### config.mk
export PLATFORM = sky130hd
export DESIGN_NAME = note_sequencer
export DESIGN_NICKNAME = d
export VERILOG_FILES = /design/src/rtl/note_seq_pkg.sv /design/src/rtl/note_sequencer.sv
export SDC_FILE = /design/constraint.sdc
export NUM_CORES = 1
export LEC_CHECK = 0
export ABC_CLOCK_PERIOD_IN_PS = 1920
export BUFFER_PORTS_ARGS = -buffer_cell sky130_fd_sc_hd__buf_4
export CORE_UTILIZATION = 49
export DETAILED_ROUTE_END_ITERATION = 12
export PLACE_DENSITY = 0.86
export SYNTH_ARGS = -nofsm -noshare
export SYNTH_HDL_FRONTEND = slang
export SYNTH_SLANG_ARGS = --single-unit
### constraint.sdc
create_clock -name clk -period 1.92 [get_ports clk]
set_input_delay 0.192 -clock clk [delete_from_list [all_inputs] [get_ports clk]]
set_output_delay 0.192 -clock clk [all_outputs]
set_load 0.02 [all_outputs]
### src/rtl/note_seq_pkg.sv
// rtl/note_seq_pkg.sv - shared state encoding, end marker and ROM field layout for note_sequencer
package note_seq_pkg;

   typedef enum logic [2:0] {
      S_IDLE,
      S_FETCH,
      S_DECODE,
      S_LOAD,
      S_WAIT_CLR,
      S_WAIT_DONE,
      S_ENDED
   } state_t;

   localparam logic [11:0] END_MARKER = 12'h000;

   // ROM word layout: {note[11:6], duration[5:0]}
   localparam int NOTE_LSB = 6;
   localparam int NOTE_W   = 6;
   localparam int DUR_LSB  = 0;
   localparam int DUR_W    = 6;

endpackage

### src/rtl/note_sequencer.sv
// rtl/note_sequencer.sv - song ROM walker feeding an external note player
// Optional macro NOTE_SEQ_LOOP_EN: end marker loops the song instead of ending it.
module note_sequencer
   import note_seq_pkg::*;
#(
   parameter int ADDR_W = 7,
   parameter int SONG_W = 2
) (
   input  logic                     clk,
   input  logic                     reset,
   input  logic                     play,
   input  logic [SONG_W-1:0]        song_sel,
   input  logic                     restart,
   output logic [SONG_W+ADDR_W-1:0] rom_addr,
   input  logic [11:0]              rom_data,
   output logic [NOTE_W-1:0]        note_to_load,
   output logic [DUR_W-1:0]         duration_to_load,
   output logic                     load_new_note,
   input  logic                     done_with_note,
   output logic                     play_enable,
   output logic                     song_done
);

   state_t              r_state;
   logic [ADDR_W-1:0]   r_index;
   logic [SONG_W-1:0]   r_song;
   logic [NOTE_W-1:0]   r_note;
   logic [DUR_W-1:0]    r_dur;
   logic                r_load;
   logic                r_play_enable;
   logic                r_song_done;

   logic                w_end_marker;

   assign w_end_marker = (rom_data == END_MARKER);

   always_ff @(posedge clk) begin
      if (!reset) begin
         r_state       <= S_IDLE;
         r_index       <= '0;
         r_song        <= '0;
         r_note        <= '0;
         r_dur         <= '0;
         r_load        <= 1'b0;
         r_play_enable <= 1'b0;
         r_song_done   <= 1'b0;
      end else begin
         r_load        <= 1'b0;
         r_play_enable <= play;
         if (restart) begin
            // Restart wins over everything, including a strobe LOAD was about to issue.
            r_index     <= '0;
            r_song      <= song_sel;
            r_song_done <= 1'b0;
            r_state     <= S_FETCH;
         end else begin
            case (r_state)
               S_IDLE: begin
                  if (play) begin
                     r_index <= '0;
                     r_song  <= song_sel;
                     r_state <= S_FETCH;
                  end
               end
               S_FETCH: begin
                  if (play) r_state <= S_DECODE;
               end
               S_DECODE: begin
                  if (play) begin
                     if (w_end_marker) begin
`ifdef NOTE_SEQ_LOOP_EN
                        r_index <= '0;
                        r_state <= S_FETCH;
`else
                        r_song_done   <= 1'b1;
                        r_play_enable <= 1'b0;
                        r_state       <= S_ENDED;
`endif
                     end else begin
                        r_note  <= rom_data[NOTE_LSB +: NOTE_W];
                        r_dur   <= rom_data[DUR_LSB +: DUR_W];
                        r_state <= S_LOAD;
                     end
                  end
               end
               S_LOAD: begin
                  if (play) begin
                     r_load  <= 1'b1;
                     r_state <= S_WAIT_CLR;
                  end
               end
               // The player may still show done from the previous note; wait for it to drop.
               S_WAIT_CLR: begin
                  if (!done_with_note) r_state <= S_WAIT_DONE;
               end
               S_WAIT_DONE: begin
                  if (done_with_note) begin
                     r_index <= r_index + ADDR_W'(1);
                     r_state <= S_FETCH;
                  end
               end
               S_ENDED: begin
                  r_play_enable <= 1'b0;
               end
               default: r_state <= S_IDLE;
            endcase
         end
      end
   end

   assign rom_addr         = {r_song, r_index};
   assign note_to_load     = r_note;
   assign duration_to_load = r_dur;
   assign load_new_note    = r_load;
   assign play_enable      = r_play_enable;
   assign song_done        = r_song_done;

endmodule

==> results of run 1 <==
## through the flow
stage / utilization, % / instances
after CTS: 67.3 / 213
after detailed placement: 66.2 / 209
after global routing: 67.3 / 213
after global placement: 66.2 / 209
after floorplan: - / 140
final: 67.3 / 213
## flip-flops by register name, summed over array words and instances (netlist names)
signal,count
load_new_note,1
song_done,1
r_state,3
play_enable,1
note_to_load,6
r_index,7
r_song,2
duration_to_load,6
## layer usage
metal  wire [um]  track usage, %  vias up
met5           0               0        -
met4          51            9.21        0
met3         126            3.16        7
met2        1230            35.2       35
met1        1170            26.0      523
li1            -               -      585
## cell type report
| type | count | area (um2) | area share, % |
|---|---|---|---|
| Multi-Input combinational cell | 102 | 682 | 40.9 |
| Sequential cell | 27 | 541 | 32.4 |
| Timing Repair Buffer | 48 | 373 | 22.4 |
| Tap cell | 30 | 37.5 | 2.25 |
| Clock buffer | 4 | 26.3 | 1.58 |
| Inverter | 2 | 7.51 | 0.450 |
## critical path, delay by kind of cell (launching register included)
kind / cells / cell delay, ps
XOR/XNOR: 1 / 160
AND/OR/NAND/NOR: 2 / 600
AO/OA/AOI/OAI: 1 / 400
flip-flops: 1 / 430
## how the worst max path moves through the flow
stage	end	cells after the start
after CTS	r_index[5]	4
after detailed placement	r_index[5]	4
after global routing	r_index[5]	4
final	r_index[5]	4
after floorplan	duration_to_load[2]	4
after global placement	r_index[6]	4
## power breakdown
part	leakage, nW	internal, W	switching [W]
registers	0.219	0.000569	0.00000879
logic	0.428	0.0000576	0.0000614
clock network	0.0150	0.0000814	0.000161
total	0.662	0.000708	0.000231
## layout by cell type (no fill, tap or decap), types with 2 or more instances in the layout
cell and n:
sky130_fd_sc_hd__or3b_1 2, sky130_fd_sc_hd__inv_1 2, sky130_fd_sc_hd__a21oi_1 4, sky130_fd_sc_hd__a31oi_1 2
sky130_fd_sc_hd__o211a_1 2, sky130_fd_sc_hd__buf_4 47, sky130_fd_sc_hd__o21ai_1 2, sky130_fd_sc_hd__xnor2_1 5
sky130_fd_sc_hd__dfxtp_1 27, sky130_fd_sc_hd__nand2b_1 2, sky130_fd_sc_hd__nor2b_1 6, sky130_fd_sc_hd__nor2_1 10
sky130_fd_sc_hd__a211oi_1 3, sky130_fd_sc_hd__mux2i_1 3, sky130_fd_sc_hd__nand4_1 2, sky130_fd_sc_hd__nand2_1 16
sky130_fd_sc_hd__nand3_1 15, sky130_fd_sc_hd__a2111oi_4 2, sky130_fd_sc_hd__nor4_1 3, sky130_fd_sc_hd__nor3_1 2
sky130_fd_sc_hd__o21ai_2 8, sky130_fd_sc_hd__o21ai_0 3, sky130_fd_sc_hd__clkbuf_4 3
## logic make-up (layout without fill, tap and decap cells)
logic type	Yosys count	in the layout
AO/OA/AOI/OAI	33	33
multiplexers	3	3
AND/OR/NAND/NOR	59	59
flip-flops	27	27
adder cells (fa/ha/maj)	1	1
XOR/XNOR	6	6
buffers and inverters	11	54
==> flow_summary.json, run 1 <==
{
  "grt_antenna_before_repair": 0,
  "netlist_instances": 140,
  "drtPass1Iterations": 4,
  "vdd_ir_drop_max_mv": 0.385,
  "pre_cts_ws_ps": 256,
  "syn_avg_cell_area_um2": 9.16,
  "main_combinational_cell_family_by_area_after_synthesis": "compound AO/OA/AOI/OAI gates",
  "drt-vias-per-instance": 5.40,
  "worst_setup_path_startpoint": "r_state[0]",
  "fin_hold_ws_ps": 93.9,
  "crit_arrival_ps": 1920,
  "floorplan.die.height_um": 53.2,
  "finalWorstPathRequiredPeriod_ps": 1690,
  "fp-row-count": 18,
  "hold_depth": 3,
  "drv_slew": 0,
  "critical_path.cell_chain": "or3b_1 > a2111oi_4 > xnor2_1 > nor2_1",
  "hold_path_end": "duration_to_load[1]",
  "post-route-worst-setup-slack_ps": 227,
  "drt-initial-drc-count": 19,
  "post-dp-hpwl_um": 1990,
  "cts_hold_buf": 0,
  "post_dp_cell_area_mm2": 0.00164,
  "cts.reportedPaths.clkPinSlew_ps": 140,
  "worst_hold_startpoint": "rom_data[1]",
  "fillers": 220,
  "synth_warnings": 0,
  "die-area_mm2": 0.00283,
  "worstHoldPathType": "primary input to register",
  "cts_tree": "built",
  "flip_flop_cell_with_the_highest_count_after_synthesis": "sky130_fd_sc_hd__dfxtp_1",
  "count_of_nets_left_with_antenna_violations_after_detail_routing": 0,
  "clock_sinks": 27,
  "r2r_cells": 4,
  "synth_fa_ha_area_share_pct": 0.976,
  "crit-reg2reg-capture": "r_index[5]",
  "fin_nets": 204,
  "synth.ff_latch_count": 27,
  "critPathLaunchType": "register",
  "final.period_utilization_pct": 88.2,
  "timing.clock.skew_ps": 0.908,
  "track_usage_pct": 20.9,
  "post-route-drc-count": 0,
  "tightestPinTransition_ps": 339,
  "timing.setup.critical_path_class": "register to register",
  "area_fraction_in_compound_gates_after_synthesis_pct": 23.3,
  "timing.max_slew.rel_slack_pct": 77.3,
  "post_cts_resized": 0,
  "ranking_of_synthesized_cells_by_instance_count": "sky130_fd_sc_hd__dfxtp_1 (27), sky130_fd_sc_hd__nand2_1 (16), sky130_fd_sc_hd__nand3_1 (15)",
  "clock_path_buffers": 2,
  "muxShareOfSynthArea_pct": 2.34,
  "fin_area_mm2": 0.00167,
  "max_cap_viol_count": 0,
  "post_synth_and_or_nand_nor_area_fraction_pct": 22.4,
  "synth_area_mm2": 0.00128,
  "crit_path_top_delay_cell": "sky130_fd_sc_hd__or3b_1",
  "post_synth_main_area_contributors": "sky130_fd_sc_hd__dfxtp_1 (42%), sky130_fd_sc_hd__nand3_1 (5.9%), sky130_fd_sc_hd__o21ai_2 (5.5%), sky130_fd_sc_hd__nand2_1 (4.7%), sky130_fd_sc_hd__a2111oi_4 (4.3%)",
  "synth_cell_type_count": 34,
  "yosys.area.top_type": "sky130_fd_sc_hd__dfxtp_1",
  "synth.net_count": 160,
  "most_frequently_used_cell_type_in_the_post_synthesis_netlist": "sky130_fd_sc_hd__dfxtp_1",
  "synth.yosys.seq_area_share_pct": 42.1,
  "num_vias": 1150,
  "yosys.area_share.xor_xnor_pct": 4.10,
  "antenna_cells": 0,
  "cp_slowest_stage_delay_ps": 550,
  "cts.htree.levels": 1,
  "r2r_setup_slack_ps": 230,
  "post_cts_setup_buffer_count": 0,
  "gp_congestion": 0.872,
  "crit_path_end_kind": "register",
  "grt_pass1_wl_um": 4320,
  "drive_gt1_share_pct": 33.9,
  "floorplan.initialDensity_pct": 51.8,
  "io_buffer_count": 42,
  "grt_residual_overflow": 0,
  "max_freq_mhz": 591,
  "critical_path.max_fanout": 12,
  "area_delta_synth_final_pct": 30.0,
  "route.final.wire_length_um": 2580,
  "synth_async_sr_flop_share_pct": 0,
  "total_power_w": 0.000940,
  "power.leakage_nw": 0.662,
  "worstPathRequired_ps": 2150,
  "cts_inserted_buffers": 3,
  "first_global_vias": 1044,
  "setup-violations-final": 0,
  "wire_per_inst_um": 12.1,
  "io_pins": 43,
  "setup_total_negative_slack_ps": 0,
  "coreArea_mm2": 0.00248,
  "clk-insertion-delay-late_ps": 320,
  "grt_start_max_net_pins": 31,
  "grt_setup_unrepaired": "false",
  "cts-root-buf": "sky130_fd_sc_hd__clkbuf_4",
  "run_status": "finished, final reports clean",
  "die-width_um": 53.2,
  "reg2reg_from": "r_state[0]",
  "synth_edf_count": 0,
  "top_area_cell_type_share_of_the_netlist_area_pct": 42.1,
  "final_hold_viol_count": 0,
  "powerDensity_mw_per_mm2": 564
}
No activity file was read; power rests on OpenSTA's default activity.
==> run 2, diff against run 1 <==
Settings changed: PLACE_DENSITY 0.86 to 0.75.
==> run 2 against run 1 <==
  * Via count shrank 2.2%
  * Largest cell class unchanged
  * Highest routed layer unchanged
  * Clock power about the same
  * Non-clock buffer count down 1
  * Die area stayed put
  * Maximum frequency barely moved
  * Largest power group unchanged
  * Clock skew is 6.1 ps higher
  * Cell area decreased by 0.45%
  * First-iteration DRC count up 5.3%
  * Setup slack better by 1.6 ps
  * Power about the same
  * Clock-buffer cell count unchanged
==> flow_summary.json, run 2 (same netlist as run 1, synthesis figures left out) <==
{
  "worstHoldPathType": "primary input to register",
  "run_status": "finished, final reports clean",
  "fp-row-count": 18,
  "drt-vias-per-instance": 5.31,
  "power.share.combinational_pct": 12.6,
  "fin_nets": 203,
  "coreArea_mm2": 0.00248,
  "post-place-cells": 208,
  "clk-insertion-delay-late_ps": 320,
  "max_cap_viol_count": 0,
  "final-seq-area_um2": 541,
  "count_of_nets_left_with_antenna_violations_after_detail_routing": 0,
  "post-route-drc-count": 0,
  "routed_metal_1_wire_length_um": 1220,
  "timing.setup.critical_path_class": "register to register",
  "area_delta_synth_final_pct": 29.4,
  "tightestPinTransition_ps": 415,
  "cts.reportedPaths.clkPinSlew_ps": 140,
  "dr_wl_met2_um": 1190,
  "power.leakage_nw": 0.656,
  "crit-reg2reg-capture": "r_index[6]",
  "antenna_cells": 0,
  "setup_total_negative_slack_ps": 0,
  "timing.clock.skew_ps": 6.98,
  "worstPathRequired_ps": 2150,
  "cts_tree": "built",
  "io_pins": 43,
  "grt_antenna_before_repair": 0,
  "critical_path.cell_chain": "or3b_1 > a2111oi_4 > xnor2_1 > nor2_1",
  "sequentialPowerShare_pct": 61.6,
  "crit_path_top_delay_cell": "sky130_fd_sc_hd__or3b_1",
  "crit_path_end_kind": "register",
  "reg2reg_from": "r_state[2]",
  "worst_setup_path_startpoint": "r_state[2]",
  "cts.htree.levels": 1,
  "grt_pass1_wl_um": 4310,
  "num_vias": 1125,
  "pre_cts_ws_ps": 254,
  "post-route-worst-setup-slack_ps": 229,
  "final_common_cell": "sky130_fd_sc_hd__buf_4",
  "route.final.wire_length_um": 2590,
  "drtPass1Iterations": 4,
  "sw_power_w": 0.000231,
  "combined_area_of_the_multi_input_logic_cells_um2": 682,
  "crit_arrival_ps": 1920,
  "final.period_utilization_pct": 88.1,
  "wire_per_inst_um": 12.2,
  "r2r_cells": 4,
  "sw_frac_of_total_pct": 24.6,
  "mostFrequentLayoutCells": "sky130_fd_sc_hd__buf_4 (46), sky130_fd_sc_hd__dfxtp_1 (27), sky130_fd_sc_hd__nand2_1 (16)",
  "finalWorstPathRequiredPeriod_ps": 1690,
  "drv_slew": 0,
  "floorplan.initialDensity_pct": 51.8,
  "largest_register_ffs": 7,
  "max_freq_mhz": 591,
  "die-width_um": 53.2,
  "track_usage_pct": 20.8,
  "critPathLaunchType": "register",
  "gp_congestion": 0.800,
  "final_hold_viol_count": 0,
  "post_cts_setup_buffer_count": 0,
  "fillers": 208,
  "grt_setup_unrepaired": "false",
  "cts_inserted_buffers": 3,
  "top_layer_used": "met4",
  "critical_path_endpoint": "r_index[6]",
  "first_global_vias": 997,
  "largest-register": "r_index",
  "die-area_mm2": 0.00283,
  "post-dp-hpwl_um": 1920,
  "fin_hold_ws_ps": 91.1,
  "drt-initial-drc-count": 20,
  "critical_path.max_fanout": 14,
  "io_buffer_count": 42,
  "grt_start_max_net_pins": 31,
  "power.share.clock_pct": 25.8,
  "clock_path_buffers": 2,
  "post_cts_resized": 0,
  "timing.max_slew.rel_slack_pct": 72.3,
  "clock_sinks": 27,
  "r2r_setup_slack_ps": 230,
  "vdd_ir_drop_max_mv": 0.529,
  "cts-root-buf": "sky130_fd_sc_hd__clkbuf_4",
  "floorplan.die.height_um": 53.2,
  "drive_gt1_share_pct": 33.5,
  "route.met3.wl_um": 136,
  "powerDensity_mw_per_mm2": 566,
  "cp_slowest_stage_delay_ps": 540,
  "final_instance_count_without_filler_cells": 212,
  "power.internal_w": 0.000708,
  "cts_hold_buf": 0,
  "grt_residual_overflow": 0,
  "setup-violations-final": 0
}
[run 2: power by group through the flow]
| stage | sequential (W) | combinational, W | clock [W] |
|---|---|---|---|
| global route | 0.000580 | 0.000130 | 0.000269 |
| floorplan | 0.000595 | 0.0000592 | 0 |
| finish | 0.000579 | 0.000119 | 0.000242 |
| detailed placement | 0.000591 | 0.000119 | 0 |
| global placement | 0.000590 | 0.000117 | 0 |
| CTS | 0.000578 | 0.000119 | 0.000248 |
[run 2: critical path, delay by kind of cell (launching register included)]
family	cells	cell delay [ps]
AO/OA/AOI/OAI	1	400
flip-flops	1	460
XOR/XNOR	1	150
AND/OR/NAND/NOR	2	590
[run 2: per-layer routing]
metal,GRT usage (%),vias to the layer above
li1,-,588
met1,27.5,502
met5,0,-
met2,32.7,30
met4,9.21,0
met3,3.74,5
[run 2: worst min-delay path by stage]
stage | cells after the start | from | slack (ps) | end
6_report | 3 | rom_data[0] | 90 | duration_to_load[0]
5_1_grt | 3 | rom_data[0] | 80 | duration_to_load[0]
4_1_cts | 3 | rom_data[0] | 80 | duration_to_load[0]
3_5_place_dp | 3 | rom_data[0] | 420 | duration_to_load[0]
3_3_place_gp | 3 | rom_data[0] | 420 | duration_to_load[0]
2_1_floorplan | 2 | rom_data[0] | 320 | duration_to_load[0]
[run 2: per-stage QoR]
stage	cell area (um2)	total power, W	util [%]
floorplan	1280	0.000654	-
global placement	1630	0.000707	65.9
detailed placement	1630	0.000710	65.9
CTS	1660	0.000946	67.0
global route	1660	0.000978	67.0
finish	1660	0.000939	67.0
[run 2: final cells by class]
| cell class | count | area share, % |
|---|---|---|
| clock buffers | 4 | 1.58 |
| inverters | 2 | 0.452 |
| multi-input cells | 102 | 41.1 |
| flip-flops and latches | 27 | 32.6 |
| repair buffers | 47 | 22.0 |
| well taps | 30 | 2.26 |
==> run 3, diff against run 2 <==
Settings changed: CORE_UTILIZATION 49 to 47, PLACE_DENSITY 0.75 to 0.72.
==> run 3 against run 2 <==
  * Hold slack about the same
  * Global-route usage rose by 0.16 points
  * Clock power barely moved
  * Cell area increased by 0.98%
  * Sequential share of layout area decreased by 0.32 points
  * Maximum frequency up 6.0%
  * Largest cell class unchanged
  * Die area increased by 4.1%
  * Flip-flop and latch count unchanged
  * Power grew 0.64%
  * Highest routed layer unchanged
  * Critical endpoint is now note_to_load[2]
==> flow_summary.json, run 3 (same netlist as run 1, synthesis figures left out) <==
{
  "run_status": "finished, final reports clean",
  "worstPathRequired_ps": 2190,
  "io_pins": 43,
  "timing.clock.skew_ps": 2.49,
  "cts-root-buf": "sky130_fd_sc_hd__clkbuf_4",
  "io_buffer_count": 42,
  "coreArea_mm2": 0.00252,
  "fin_hold_ws_ps": 90.7,
  "fillers": 206,
  "final-seq-area_um2": 541,
  "cts_tree": "built",
  "worstHoldPathType": "primary input to register",
  "drt-initial-drc-count": 15,
  "cts.htree.levels": 1,
  "final_hold_viol_count": 0,
  "post-route-drc-count": 0,
  "timing.max_slew.rel_slack_pct": 75.1,
  "crit_path_top_delay_cell": "sky130_fd_sc_hd__or3b_1",
  "wire_per_inst_um": 12.6,
  "largest-register": "r_index",
  "grt_start_max_net_pins": 31,
  "fin_util_pct": 66.4,
  "grt_pass1_wl_um": 4420,
  "max_cap_viol_count": 0,
  "tightestPinTransition_ps": 374,
  "mostFrequentLayoutCells": "sky130_fd_sc_hd__buf_4 (48), sky130_fd_sc_hd__dfxtp_1 (27), sky130_fd_sc_hd__nand2_1 (16)",
  "post-place-cells": 210,
  "finalWorstPathRequiredPeriod_ps": 1590,
  "die-area_mm2": 0.00294,
  "route.final.wire_length_um": 2690,
  "cts_hold_buf": 0,
  "cts.reportedPaths.clkPinSlew_ps": 140,
  "clock_sinks": 27,
  "critical_path.cell_chain": "or3b_1 > a311oi_4 > buf_12 > nand3_1 > o21ai_2",
  "max_freq_mhz": 627,
  "floorplan.die.height_um": 54.2,
  "first_global_vias": 1037,
  "antenna_cells": 0,
  "fin_nets": 205,
  "post_cts_resized": 0,
  "final.period_utilization_pct": 83.1,
  "crit_arrival_ps": 1870,
  "vdd_ir_drop_max_mv": 0.452,
  "cts_inserted_buffers": 3,
  "floorplan.initialDensity_pct": 50.8,
  "num_vias": 1143,
  "die-width_um": 54.2,
  "critical_path.max_fanout": 24,
  "setup_total_negative_slack_ps": 0,
  "crit_path_end_kind": "register",
  "cp_slowest_stage_delay_ps": 450,
  "area_delta_synth_final_pct": 30.6,
  "clock_path_buffers": 2,
  "powerDensity_mw_per_mm2": 564,
  "track_usage_pct": 21.0,
  "total_power_w": 0.000945,
  "power.leakage_nw": 0.670,
  "post_cts_setup_buffer_count": 0,
  "drtPass1Iterations": 5,
  "critPathLaunchType": "register",
  "timing.critical_path.max_delay_family": "simple AND/OR/NAND/NOR gates",
  "timing.setup.critical_path_class": "register to register",
  "drt-vias-per-instance": 5.34,
  "clk-insertion-delay-late_ps": 320,
  "grt_antenna_before_repair": 0,
  "count_of_nets_left_with_antenna_violations_after_detail_routing": 0,
  "final_instance_count_without_filler_cells": 214,
  "largest_register_ffs": 7,
  "drive_gt1_share_pct": 34.8,
  "cp_bufs_invs": 1,
  "setup-violations-final": 0,
  "gp_congestion": 0.805,
  "drv_slew": 0,
  "grt_setup_unrepaired": "false",
  "fp-row-count": 18,
  "final_common_cell": "sky130_fd_sc_hd__buf_4",
  "grt_residual_overflow": 0,
  "combined_area_of_the_multi_input_logic_cells_um2": 682,
  "post-dp-hpwl_um": 2040
}
==> run 3: layout make-up <==
| cell class | count | share of cell area, % |
|---|---|---|
| clock inverter | 1 | 0.299 |
| sequential | 27 | 32.3 |
| inverter | 2 | 0.448 |
| multi-input combinational | 102 | 40.7 |
| timing repair buffer | 49 | 22.7 |
| tap | 30 | 2.24 |
| clock buffer | 3 | 1.34 |
==> run 3: stage by stage <==
stage	worst slack (ps)	instance area (um2)
floorplan	307	1280
global placement	393	1650
global route	244	1680
CTS	325	1680
finish	325	1680
detailed placement	358	1650
==> run 3: path summary, 6_finish.rpt <==
check / from / end / slack (ps) / cells past startpoint
setup reg to reg: r_state[0] / note_to_load[2] / 330 / 5
hold / removal: rom_data[1] / duration_to_load[1] / 90 / 3
setup / recovery: r_state[0] / note_to_load[2] / 330 / 5
hold reg to reg: duration_to_load[2] / duration_to_load[2] / 460 / 2
==> run 3: power by group <==
part	switching [W]	internal (W)
clock network	0.000167	0.0000782
registers	0.00000558	0.000569
logic	0.0000654	0.0000600
==> run 3: tightest hold or removal path: cells and delay by family <==
kind / cells / cell delay (ps)
buffers and inverters: 1 / 80
AND/OR/NAND/NOR: 1 / 50
AO/OA/AOI/OAI: 1 / 60
==> run 3: per-layer routing <==
layer  global-route usage (%)  vias up  wire [um]
met5                        0        -          0
met4                     9.40        0         40
met3                     4.17        4        154
met2                     34.6       39       1310
met1                     26.2      516       1180
li1                         -      584          -
